--- src/rtl/mem_arbiter_if.sv ---
// rtl/mem_arbiter_if.sv - loader, cpu and memory bus bundle for mem_arbiter
interface mem_arbiter_if;
  logic [31:0] l_addr;
  logic [7:0]  l_wdata;
  logic        l_rd;
  logic        l_wr;
  logic [7:0]  l_rdata;
  logic        l_ack;
  logic [31:0] c_addr;
  logic [7:0]  c_wdata;
  logic        c_rd;
  logic        c_wr;
  logic [7:0]  c_rdata;
  logic        c_ack;
  logic [31:0] m_addr;
  logic [7:0]  m_wdata;
  logic [7:0]  m_rdata;
  logic        m_read_en;
  logic        m_write_en;
  logic        m_ready;

  modport slave (
    input  l_addr, l_wdata, l_rd, l_wr, c_addr, c_wdata, c_rd, c_wr, m_rdata, m_ready,
    output l_rdata, l_ack, c_rdata, c_ack, m_addr, m_wdata, m_read_en, m_write_en
  );

  modport master (
    output l_addr, l_wdata, l_rd, l_wr, c_addr, c_wdata, c_rd, c_wr, m_rdata, m_ready,
    input  l_rdata, l_ack, c_rdata, c_ack, m_addr, m_wdata, m_read_en, m_write_en
  );
endinterface

--- src/rtl/mem_arbiter.sv ---
// rtl/mem_arbiter.sv - two-requester byte memory arbiter with access timeout
// Optional MEM_ARBITER_ROUND_ROBIN_EN: alternate grants on contention instead of loader priority.
module mem_arbiter #(
  parameter int TIMEOUT = 255
) (
  input  logic            clk,
  input  logic            rst_n,
  mem_arbiter_if.slave    bus,
  output logic [1:0]      owner,
  output logic            timeout
);

  typedef enum logic [1:0] {IDLE, ACCESS, DONE} state_t;

  localparam logic [7:0] LAST_CNT = 8'(TIMEOUT - 1);

  state_t     state;
  logic [7:0] cnt;
  logic       last_cpu;
  logic       l_req;
  logic       c_req;
  logic       pick_cpu;

  always_comb begin
    l_req = bus.l_rd | bus.l_wr;
    c_req = bus.c_rd | bus.c_wr;
`ifdef MEM_ARBITER_ROUND_ROBIN_EN
    pick_cpu = c_req && (!l_req || !last_cpu);
`else
    pick_cpu = c_req && !l_req;
`endif
  end

  always_ff @(posedge clk or negedge rst_n) begin
    if (!rst_n) begin
      state          <= IDLE;
      cnt            <= 8'd0;
      last_cpu       <= 1'b1;
      owner          <= 2'b00;
      timeout        <= 1'b0;
      bus.l_rdata    <= 8'h00;
      bus.l_ack      <= 1'b0;
      bus.c_rdata    <= 8'h00;
      bus.c_ack      <= 1'b0;
      bus.m_addr     <= 32'd0;
      bus.m_wdata    <= 8'h00;
      bus.m_read_en  <= 1'b0;
      bus.m_write_en <= 1'b0;
    end else begin
      bus.l_ack <= 1'b0;
      bus.c_ack <= 1'b0;
      timeout   <= 1'b0;
      case (state)
        IDLE: begin
          if (l_req || c_req) begin
            state    <= ACCESS;
            cnt      <= 8'd0;
            last_cpu <= pick_cpu;
            if (pick_cpu) begin
              owner          <= 2'b10;
              bus.m_addr     <= bus.c_addr;
              bus.m_wdata    <= bus.c_wdata;
              bus.m_write_en <= bus.c_wr;
              bus.m_read_en  <= !bus.c_wr;
            end else begin
              owner          <= 2'b01;
              bus.m_addr     <= bus.l_addr;
              bus.m_wdata    <= bus.l_wdata;
              bus.m_write_en <= bus.l_wr;
              bus.m_read_en  <= !bus.l_wr;
            end
          end
        end
        ACCESS: begin
          cnt <= cnt + 8'd1;
          // Completion and timeout share the exit path; only the returned byte differs.
          if (bus.m_ready || cnt == LAST_CNT) begin
            state          <= DONE;
            bus.m_read_en  <= 1'b0;
            bus.m_write_en <= 1'b0;
            timeout        <= !bus.m_ready;
            if (owner[0]) begin
              bus.l_ack <= 1'b1;
              if (bus.m_read_en) bus.l_rdata <= bus.m_ready ? bus.m_rdata : 8'h00;
            end else begin
              bus.c_ack <= 1'b1;
              if (bus.m_read_en) bus.c_rdata <= bus.m_ready ? bus.m_rdata : 8'h00;
            end
          end
        end
        DONE: begin
          owner <= 2'b00;
          state <= IDLE;
        end
        default: state <= IDLE;
      endcase
    end
  end

endmodule

--- src/flat_wrapper.sv ---
// flat-port wrapper written by rule: the top's interface ports become plain ports
module mem_arbiter_flat 
#(
  parameter int TIMEOUT = 255
)
  (clk, rst_n, owner, timeout, bus_l_addr, bus_l_wdata, bus_l_rd, bus_l_wr, bus_c_addr, bus_c_wdata, bus_c_rd, bus_c_wr, bus_m_rdata, bus_m_ready, bus_l_rdata, bus_l_ack, bus_c_rdata, bus_c_ack, bus_m_addr, bus_m_wdata, bus_m_read_en, bus_m_write_en);
  mem_arbiter_if bus_i ();
  input  logic clk;
  input  logic rst_n;
  output logic [1:0] owner;
  output logic timeout;
  input wire logic [$bits(bus_i.l_addr)-1:0] bus_l_addr;
  input wire logic [$bits(bus_i.l_wdata)-1:0] bus_l_wdata;
  input wire logic [$bits(bus_i.l_rd)-1:0] bus_l_rd;
  input wire logic [$bits(bus_i.l_wr)-1:0] bus_l_wr;
  input wire logic [$bits(bus_i.c_addr)-1:0] bus_c_addr;
  input wire logic [$bits(bus_i.c_wdata)-1:0] bus_c_wdata;
  input wire logic [$bits(bus_i.c_rd)-1:0] bus_c_rd;
  input wire logic [$bits(bus_i.c_wr)-1:0] bus_c_wr;
  input wire logic [$bits(bus_i.m_rdata)-1:0] bus_m_rdata;
  input wire logic [$bits(bus_i.m_ready)-1:0] bus_m_ready;
  output wire logic [$bits(bus_i.l_rdata)-1:0] bus_l_rdata;
  output wire logic [$bits(bus_i.l_ack)-1:0] bus_l_ack;
  output wire logic [$bits(bus_i.c_rdata)-1:0] bus_c_rdata;
  output wire logic [$bits(bus_i.c_ack)-1:0] bus_c_ack;
  output wire logic [$bits(bus_i.m_addr)-1:0] bus_m_addr;
  output wire logic [$bits(bus_i.m_wdata)-1:0] bus_m_wdata;
  output wire logic [$bits(bus_i.m_read_en)-1:0] bus_m_read_en;
  output wire logic [$bits(bus_i.m_write_en)-1:0] bus_m_write_en;
  assign bus_i.l_addr = bus_l_addr;
  assign bus_i.l_wdata = bus_l_wdata;
  assign bus_i.l_rd = bus_l_rd;
  assign bus_i.l_wr = bus_l_wr;
  assign bus_i.c_addr = bus_c_addr;
  assign bus_i.c_wdata = bus_c_wdata;
  assign bus_i.c_rd = bus_c_rd;
  assign bus_i.c_wr = bus_c_wr;
  assign bus_i.m_rdata = bus_m_rdata;
  assign bus_i.m_ready = bus_m_ready;
  assign bus_l_rdata = bus_i.l_rdata;
  assign bus_l_ack = bus_i.l_ack;
  assign bus_c_rdata = bus_i.c_rdata;
  assign bus_c_ack = bus_i.c_ack;
  assign bus_m_addr = bus_i.m_addr;
  assign bus_m_wdata = bus_i.m_wdata;
  assign bus_m_read_en = bus_i.m_read_en;
  assign bus_m_write_en = bus_i.m_write_en;
  mem_arbiter #(.TIMEOUT(TIMEOUT)) u_core (.clk(clk), .rst_n(rst_n), .bus(bus_i), .owner(owner), .timeout(timeout));
endmodule
--- config.mk ---
export PLATFORM = sky130hd
export DESIGN_NAME = mem_arbiter_flat
export DESIGN_NICKNAME = d
export VERILOG_FILES = /design/src/rtl/mem_arbiter_if.sv /design/src/rtl/mem_arbiter.sv /design/src/flat_wrapper.sv
export SDC_FILE = /design/constraint.sdc
export NUM_CORES = 1
export LEC_CHECK = 0
export CORE_UTILIZATION = 46
export CTS_CLUSTER_DIAMETER = 60
export DETAILED_ROUTE_END_ITERATION = 6
export PLACE_DENSITY = 0.95
export SETUP_SLACK_MARGIN = 0.4
export SYNTH_ARGS = -nofsm -noshare
export SYNTH_HDL_FRONTEND = slang
export SYNTH_SLANG_ARGS = --single-unit
--- constraint.sdc ---
create_clock -name clk -period 4.6 [get_ports clk]
set_clock_uncertainty 0.05 [all_clocks]
set_input_delay 1.15 -clock clk [delete_from_list [all_inputs] [get_ports clk]]
set_output_delay 1.15 -clock clk [all_outputs]
set_load 0.05 [all_outputs]
==> flow_metrics.py, run 1 <==
metrics = {
    "power": {
        "netSwitchingFraction_pct": 49.2,
        "ir_drop_mv": 0.355,
        "seqPwrFrac_pct": 30.0,
        "power.internal_mw": 1.88,
        "power_frac_comb_pct": 56.2,
        "clockPowerShare_pct": 13.9,
        "switchingPower_mw": 1.82,
        "power_leakage_nw": 2.15,
        "p_per_area_mw_per_mm2": 680,
    },
    "critical_path": {
        "critPathArrivalTime_ps": 3170,
        "critPathMaxFanout": 24,
        "crit_path_end_kind": "flip-flop",
        "reg2reg_slack_ps": 2330,
        "path_class": "input port to flip-flop",
        "r2r_end": "u_core.bus.m_addr[8]",
        "cp.required_ps": 4800,
        "reg2reg_from": "u_core.state[0]",
        "start_kind": "input port",
        "reg2regPathDepth": 4,
    },
    "clock_network": {
        "clk_pin_slew_ps": 80,
        "cts_sinks": 73,
        "cts_resized": 0,
        "clockRootBuffer": "clkbuf_8",
        "cts_tree": "yes",
        "cts_buffers": 9,
        "cts_setup_buffers": 0,
        "ctsHoldBuffers": 0,
        "insertion_delay_ps": 340,
        "cts_buffer_depth": 2,
        "htreeDepth": 3,
    },
    "yosys": {
        "syn-num-nets": 490,
        "yosysUniqueCellTypes": 43,
        "ys_seq_elements": 73,
        "ys.flop_type": "dfrtp_1",
        "synthTopCellsByArea": "dfrtp_1 (50%), o21ai_0 (7.2%), a31oi_1 (7.0%), a21oi_1 (5.7%), nand3_1 (5.3%)",
        "synth_edf_count": 0,
        "yosys-top-cells-count": "dfrtp_1 (73), o21ai_0 (53), a21oi_1 (42)",
        "yosysMostFrequentCell": "dfrtp_1",
        "syn_area_per_cell_um2": 9.33,
        "yosysTopAreaCell": "dfrtp_1",
        "netlist_area_mm2": 0.00367,
        "syn_inst": 393,
        "ys.warnings.count": 0,
        "yosys.area.top_type_share_pct": 49.8,
        "synthArstFlopShare_pct": 100,
        "ys_seq_area_share_pct": 49.8,
    },
    "sta": {
        "worstMarginPinSlew_ps": 1040,
        "rsz0062_at_grt": "no",
        "fin_crit_sh_pct": 64.6,
        "setup_tns_ps": 0,
        "fmaxAchievable_mhz": 336,
        "period_minus_slack_ps": 2970,
        "setup_viol": 0,
        "report.final.slew_viol_count": 0,
        "hold_viol": 0,
        "fin_ws_ps": 1630,
        "relSlewSlack_pct": 30.5,
    },
    "min_path": {
        "min_path_type": "flip-flop to flip-flop",
        "hold_end": "u_core.cnt[6]",
        "worstHoldPathCells": 1,
        "hold_start": "u_core.cnt[6]",
    },
    "routing": {
        "first_pass_iters": 6,
        "postRouteAntennaNets": 0,
        "routed_wl_um": 11000,
        "avgRoutedWirePerCell_um": 17.4,
        "vias": 3759,
        "viasPerCell": 5.93,
        "drt_iter0_drc": 237,
        "drcViolationCount": 0,
    },
    "place": {
        "numPortBuffers": 157,
        "place_area_mm2": 0.00523,
        "dpl.hpwl_um": 7710,
        "globalplace.congestion": 0.844,
        "detailedPlace.worstSlack_ps": 1290,
    },
    "global_routing": {
        "grt_max_degree": 74,
        "grt_pass1_wl_um": 17800,
        "grt_pass1_vias": 3747,
        "grt_remaining_overflow": 0,
        "grt_use_total_pct": 27.0,
        "antenna_found_initial": 0,
    },
    "layout": {
        "diodes": 0,
        "design_area_mm2": 0.00543,
        "n_fill_cell": 564,
        "area.growth.synth_to_final_pct": 48.1,
        "final_layout_size_suffix_gt1_share_pct": 6.20,
        "finalNetCount": 624,
    },
    "floorplanning": {
        "die_h_um": 91.3,
        "core_mm2": 0.00773,
        "dieArea_mm2": 0.00833,
        "die_x_um": 91.3,
        "initial_core_util_pct": 47.5,
        "ioPinCount": 158,
        "row_count": 32,
    },
    "flow_run": {
        "max_cap_viol_count": 0,
    },
    "run_status": {
        "status": "completed",
    },
}
cell usage in the layout, fill, tap and decap left out, types with 3 or more instances in the layout:
cell	count
o21a_1	6
inv_1	18
clkbuf_8	10
a21oi_1	42
clkdlybuf4s50_1	156
nor2_2	4
buf_4	6
a31oi_1	41
nand3_1	39
o2bb2ai_1	4
mux2i_1	18
dfrtp_1	73
nor2_1	4
o211ai_1	3
and2_1	8
nand4_1	3
o21ai_0	53
o21ai_1	3
nand2_1	7
metal layers:
metal | track usage [%] | up-vias | wire length (µm)
met2 | 47.8 | 216 | 5690
met1 | 32.1 | 1801 | 4190
met3 | 5.70 | 32 | 867
li1 | - | 1710 | -
met4 | 10.4 | 0 | 278
met5 | 0 | - | 0
registers in the layout, indices dropped and copies added, names as in the netlist:
| register | cells |
|---|---|
| u_core.state | 2 |
| u_core.bus.c_ack | 1 |
| u_core.timeout | 1 |
| u_core.bus.c_rdata | 8 |
| u_core.cnt | 8 |
| u_core.bus.l_ack | 1 |
| u_core.bus.m_wdata | 8 |
| u_core.bus.m_read_en | 1 |
| u_core.bus.m_write_en | 1 |
| u_core.bus.l_rdata | 8 |
| u_core.owner | 2 |
| u_core.bus.m_addr | 32 |
cell families (layout without fill, tap and decap cells):
logic type | count (synthesis) | after routing | synth area share, %
buffers and inverters | 57 | 196 | 7.03
muxes | 18 | 18 | 4.91
and+or+nand+nor | 82 | 82 | 12.4
AOI/OAI and AO/OA | 161 | 161 | 25.2
DFF | 73 | 73 | 49.8
adders and majority gates | 2 | 2 | 0.682
power by group through the flow:
stage / Clock, mW / Combinational [mW] / Sequential [mW]
floorplan: 0 / 0.567 / 1.88
global placement: 0 / 2.02 / 1.10
detailed placement: 0 / 2.07 / 1.11
CTS: 0.515 / 2.08 / 1.10
global route: 0.550 / 2.19 / 1.14
finish: 0.512 / 2.08 / 1.11
worst max path at each step:
stage / cells past startpoint / startpoint / slack (ps) / end
after detailed placement: 5 / bus_l_wr / 1290 / u_core.bus.m_addr[19]
after CTS: 5 / bus_l_wr / 1650 / u_core.bus.m_addr[4]
after global routing: 5 / bus_l_wr / 1460 / u_core.bus.m_addr[4]
after floorplan: 6 / bus_l_wr / 2220 / u_core.bus.m_addr[29]
final: 5 / bus_l_wr / 1630 / u_core.bus.m_addr[8]
after global placement: 5 / bus_l_wr / 1400 / u_core.cnt[1]
per-stage QoR:
step	hold slack (ps)	instances	power [mW]	utilization [%]
6_report	459	634	3.69	70.3
3_5_place_dp	447	618	3.18	67.6
3_3_place_gp	437	618	3.12	67.6
2_1_floorplan	416	393	2.44	-
5_1_grt	499	634	3.88	70.3
4_1_cts	464	634	3.70	70.3
final cells by class:
| type | instances | area (µm²) | share of cell area, % |
|---|---|---|---|
| clock buffer | 10 | 138 | 2.53 |
| inverter | 18 | 67.6 | 1.24 |
| timing repair buffer | 162 | 1610 | 29.6 |
| multi-input combinational | 263 | 1600 | 29.4 |
| sequential | 73 | 1830 | 33.6 |
| clock inverter | 6 | 67.6 | 1.24 |
| tap | 102 | 128 | 2.35 |
critical path, cell delays in order:
cell and delay (ps):
clkdlybuf4s50_1 610, nor2_2 680, buf_4 400, nand3_1 110, a31oi_1 210
No activity file was read; power rests on OpenSTA's default activity.
==> inputs of run 2 (changes only) <==
--- a/config.mk
+++ b/config.mk
@@ -5,10 +5,10 @@
 export SDC_FILE = /design/constraint.sdc
 export NUM_CORES = 1
 export LEC_CHECK = 0
-export CORE_UTILIZATION = 46
+export CORE_UTILIZATION = 43
 export CTS_CLUSTER_DIAMETER = 60
 export DETAILED_ROUTE_END_ITERATION = 6
-export PLACE_DENSITY = 0.95
+export PLACE_DENSITY = 0.92
 export SETUP_SLACK_MARGIN = 0.4
 export SYNTH_ARGS = -nofsm -noshare
 export SYNTH_HDL_FRONTEND = slang
==> constraint.sdc (replaced) <==
create_clock -name clk -period 3 [get_ports clk]
set_clock_uncertainty 0.05 [all_clocks]
set_input_delay 0.75 -clock clk [delete_from_list [all_inputs] [get_ports clk]]
set_output_delay 0.75 -clock clk [all_outputs]
set_load 0.05 [all_outputs]
==> run 2 against run 1 <==
Sequential share of layout area decreased by 0.17 points. Via count decreased by 2.8%. First-iteration DRC count increased by 40%. Combinational power increased by 52%. Clock-buffer cell count increased by 2. Wire length decreased by 1.1%. Die area increased by 6.8%. Sequential power increased by 52%. Cell count increased by 0.95%. Non-clock buffer count increased by 3. Flip-flop and latch count unchanged. Critical path type is now flip-flop to primary output. Largest cell class unchanged. Largest power group unchanged.
==> flow_metrics.py, run 2 (synthesis results as in run 1) <==
metrics = {
    "run_status": {
        "status": "completed",
    },
    "critical_path": {
        "path_buf_inv": 1,
        "path_class": "flip-flop to primary output",
        "critPathMaxFanout": 7,
        "slowest_stage": "clkdlybuf4s50_1",
        "worstPathCellList": "clkdlybuf4s50_1",
        "slowest_delay_ps": 860,
        "start_kind": "flip-flop",
        "critPathTopFamily": "buffers and inverters",
        "critPathArrivalTime_ps": 1660,
        "crit_path_end_kind": "primary output",
        "cp.required_ps": 2200,
    },
    "floorplanning": {
        "die_x_um": 94.4,
        "die_h_um": 94.4,
        "initial_core_util_pct": 44.6,
        "core_mm2": 0.00822,
        "dieArea_mm2": 0.00890,
        "row_count": 33,
        "ioPinCount": 158,
    },
    "global_routing": {
        "grt_use_total_pct": 24.9,
        "grt_pass1_wl_um": 17100,
        "grt_remaining_overflow": 0,
        "grt_pass1_vias": 3485,
        "antenna_found_initial": 0,
        "grt_max_degree": 74,
    },
    "sta": {
        "relSlewSlack_pct": 30.9,
        "report.final.slew_viol_count": 0,
        "fin_ws_ps": 535,
        "fin_crit_sh_pct": 82.2,
        "hold_viol": 0,
        "rsz0062_at_grt": "no",
        "setup_viol": 0,
        "period_minus_slack_ps": 2460,
        "fmaxAchievable_mhz": 406,
        "setup_tns_ps": 0,
        "worstMarginPinSlew_ps": 1030,
    },
    "power": {
        "netSwitchingFraction_pct": 48.6,
        "seqPwrFrac_pct": 29.9,
        "power_leakage_nw": 2.17,
        "ir_drop_mv": 0.546,
        "power_frac_comb_pct": 56.1,
        "clockPowerShare_pct": 14.0,
        "p_per_area_mw_per_mm2": 1030,
        "power.internal_mw": 2.90,
        "switchingPower_mw": 2.74,
        "total_power_mw": 5.65,
    },
    "layout": {
        "design_area_mm2": 0.00546,
        "largest_register": "u_core.bus.m_addr",
        "finalNetCount": 627,
        "final_layout_size_suffix_gt1_share_pct": 6.54,
        "area.growth.synth_to_final_pct": 48.9,
        "final_common_cell": "clkdlybuf4s50_1",
        "largest_register_ffs": 32,
        "fin_util_pct": 66.5,
        "n_fill_cell": 657,
        "layout_common_cells": "clkdlybuf4s50_1 (156), dfrtp_1 (73), o21ai_0 (53)",
        "diodes": 0,
    },
    "clock_network": {
        "cts_tree": "yes",
        "cts_buffer_depth": 2,
        "clk_pin_slew_ps": 80,
        "cts_buffers": 9,
        "ctsHoldBuffers": 0,
        "insertion_delay_ps": 340,
        "cts_setup_buffers": 0,
        "htreeDepth": 3,
        "cts_sinks": 73,
        "clockRootBuffer": "clkbuf_8",
        "cts_resized": 0,
    },
    "routing": {
        "drt_iter0_drc": 332,
        "vias": 3652,
        "first_pass_iters": 5,
        "viasPerCell": 5.71,
        "routed_wl_um": 10900,
        "postRouteAntennaNets": 0,
        "drcViolationCount": 0,
        "avgRoutedWirePerCell_um": 17.0,
    },
    "place": {
        "dpl.hpwl_um": 7600,
        "numPortBuffers": 157,
        "place_area_mm2": 0.00525,
        "detailedPlace.worstSlack_ps": 328,
        "globalplace.congestion": 0.910,
    },
    "min_path": {
        "min_path_type": "flip-flop to flip-flop",
    },
    "flow_run": {
        "max_cap_viol_count": 0,
    },
}
## run 2: cell types whose count changed in the layout (fill, tap and decap cells not counted), sizes merged
cell,previous run,this run
clkinv,3,2
clkbuf,10,12
clkinvlp,2,1
buf,6,9
## run 2: per-layer routing
| metal | vias to the layer above | routed length [µm] | global-route usage, % |
|---|---|---|---|
| met1 | 1720 | 4340 | 31.0 |
| met2 | 190 | 5470 | 41.3 |
| met5 | - | 0 | 0 |
| li1 | 1718 | - | - |
| met3 | 24 | 873 | 6.20 |
| met4 | 0 | 220 | 10.5 |
## run 2: final timing paths
kind | depth (start not counted) | slack (ps) | to | from
setup / recovery | 1 | 540 | owner[0] | u_core.owner[0]
hold / removal | 1 | 450 | u_core.bus.m_addr[2] | u_core.bus.m_addr[2]
setup reg to reg | 5 | 870 | u_core.bus.c_rdata[5] | u_core.cnt[0]
hold reg to reg | 1 | 450 | u_core.bus.m_addr[2] | u_core.bus.m_addr[2]
max in group asynchronous | 1 | 1840 | u_core.bus.m_addr[19] | rst_n
min in group asynchronous | 1 | 490 | u_core.bus.c_rdata[6] | rst_n
## run 2: layout make-up
type,count,area [µm²],area share (%)
Clock inverter,4,51.3,0.940
Sequential cell,73,1830,33.5
Multi-Input combinational cell,263,1600,29.3
Timing Repair Buffer,165,1630,29.8
Clock buffer,12,155,2.84
Tap cell,105,131,2.41
Inverter,18,67.6,1.24
## run 2: per-stage QoR
step / hold WS, ps / instances
2_1_floorplan: 404 / 393
3_3_place_gp: 426 / 624
3_5_place_dp: 430 / 624
4_1_cts: 449 / 640
5_1_grt: 477 / 640
6_report: 451 / 640
## run 2: power by group through the flow
stage          clock (mW)  sequential, mW  combinational [mW]
2_1_floorplan           0            2.88               0.869
3_5_place_dp            0            1.69                3.17
5_1_grt             0.850            1.74                3.35
4_1_cts             0.807            1.68                3.17
6_report            0.789            1.69                3.17
3_3_place_gp            0            1.68                3.10
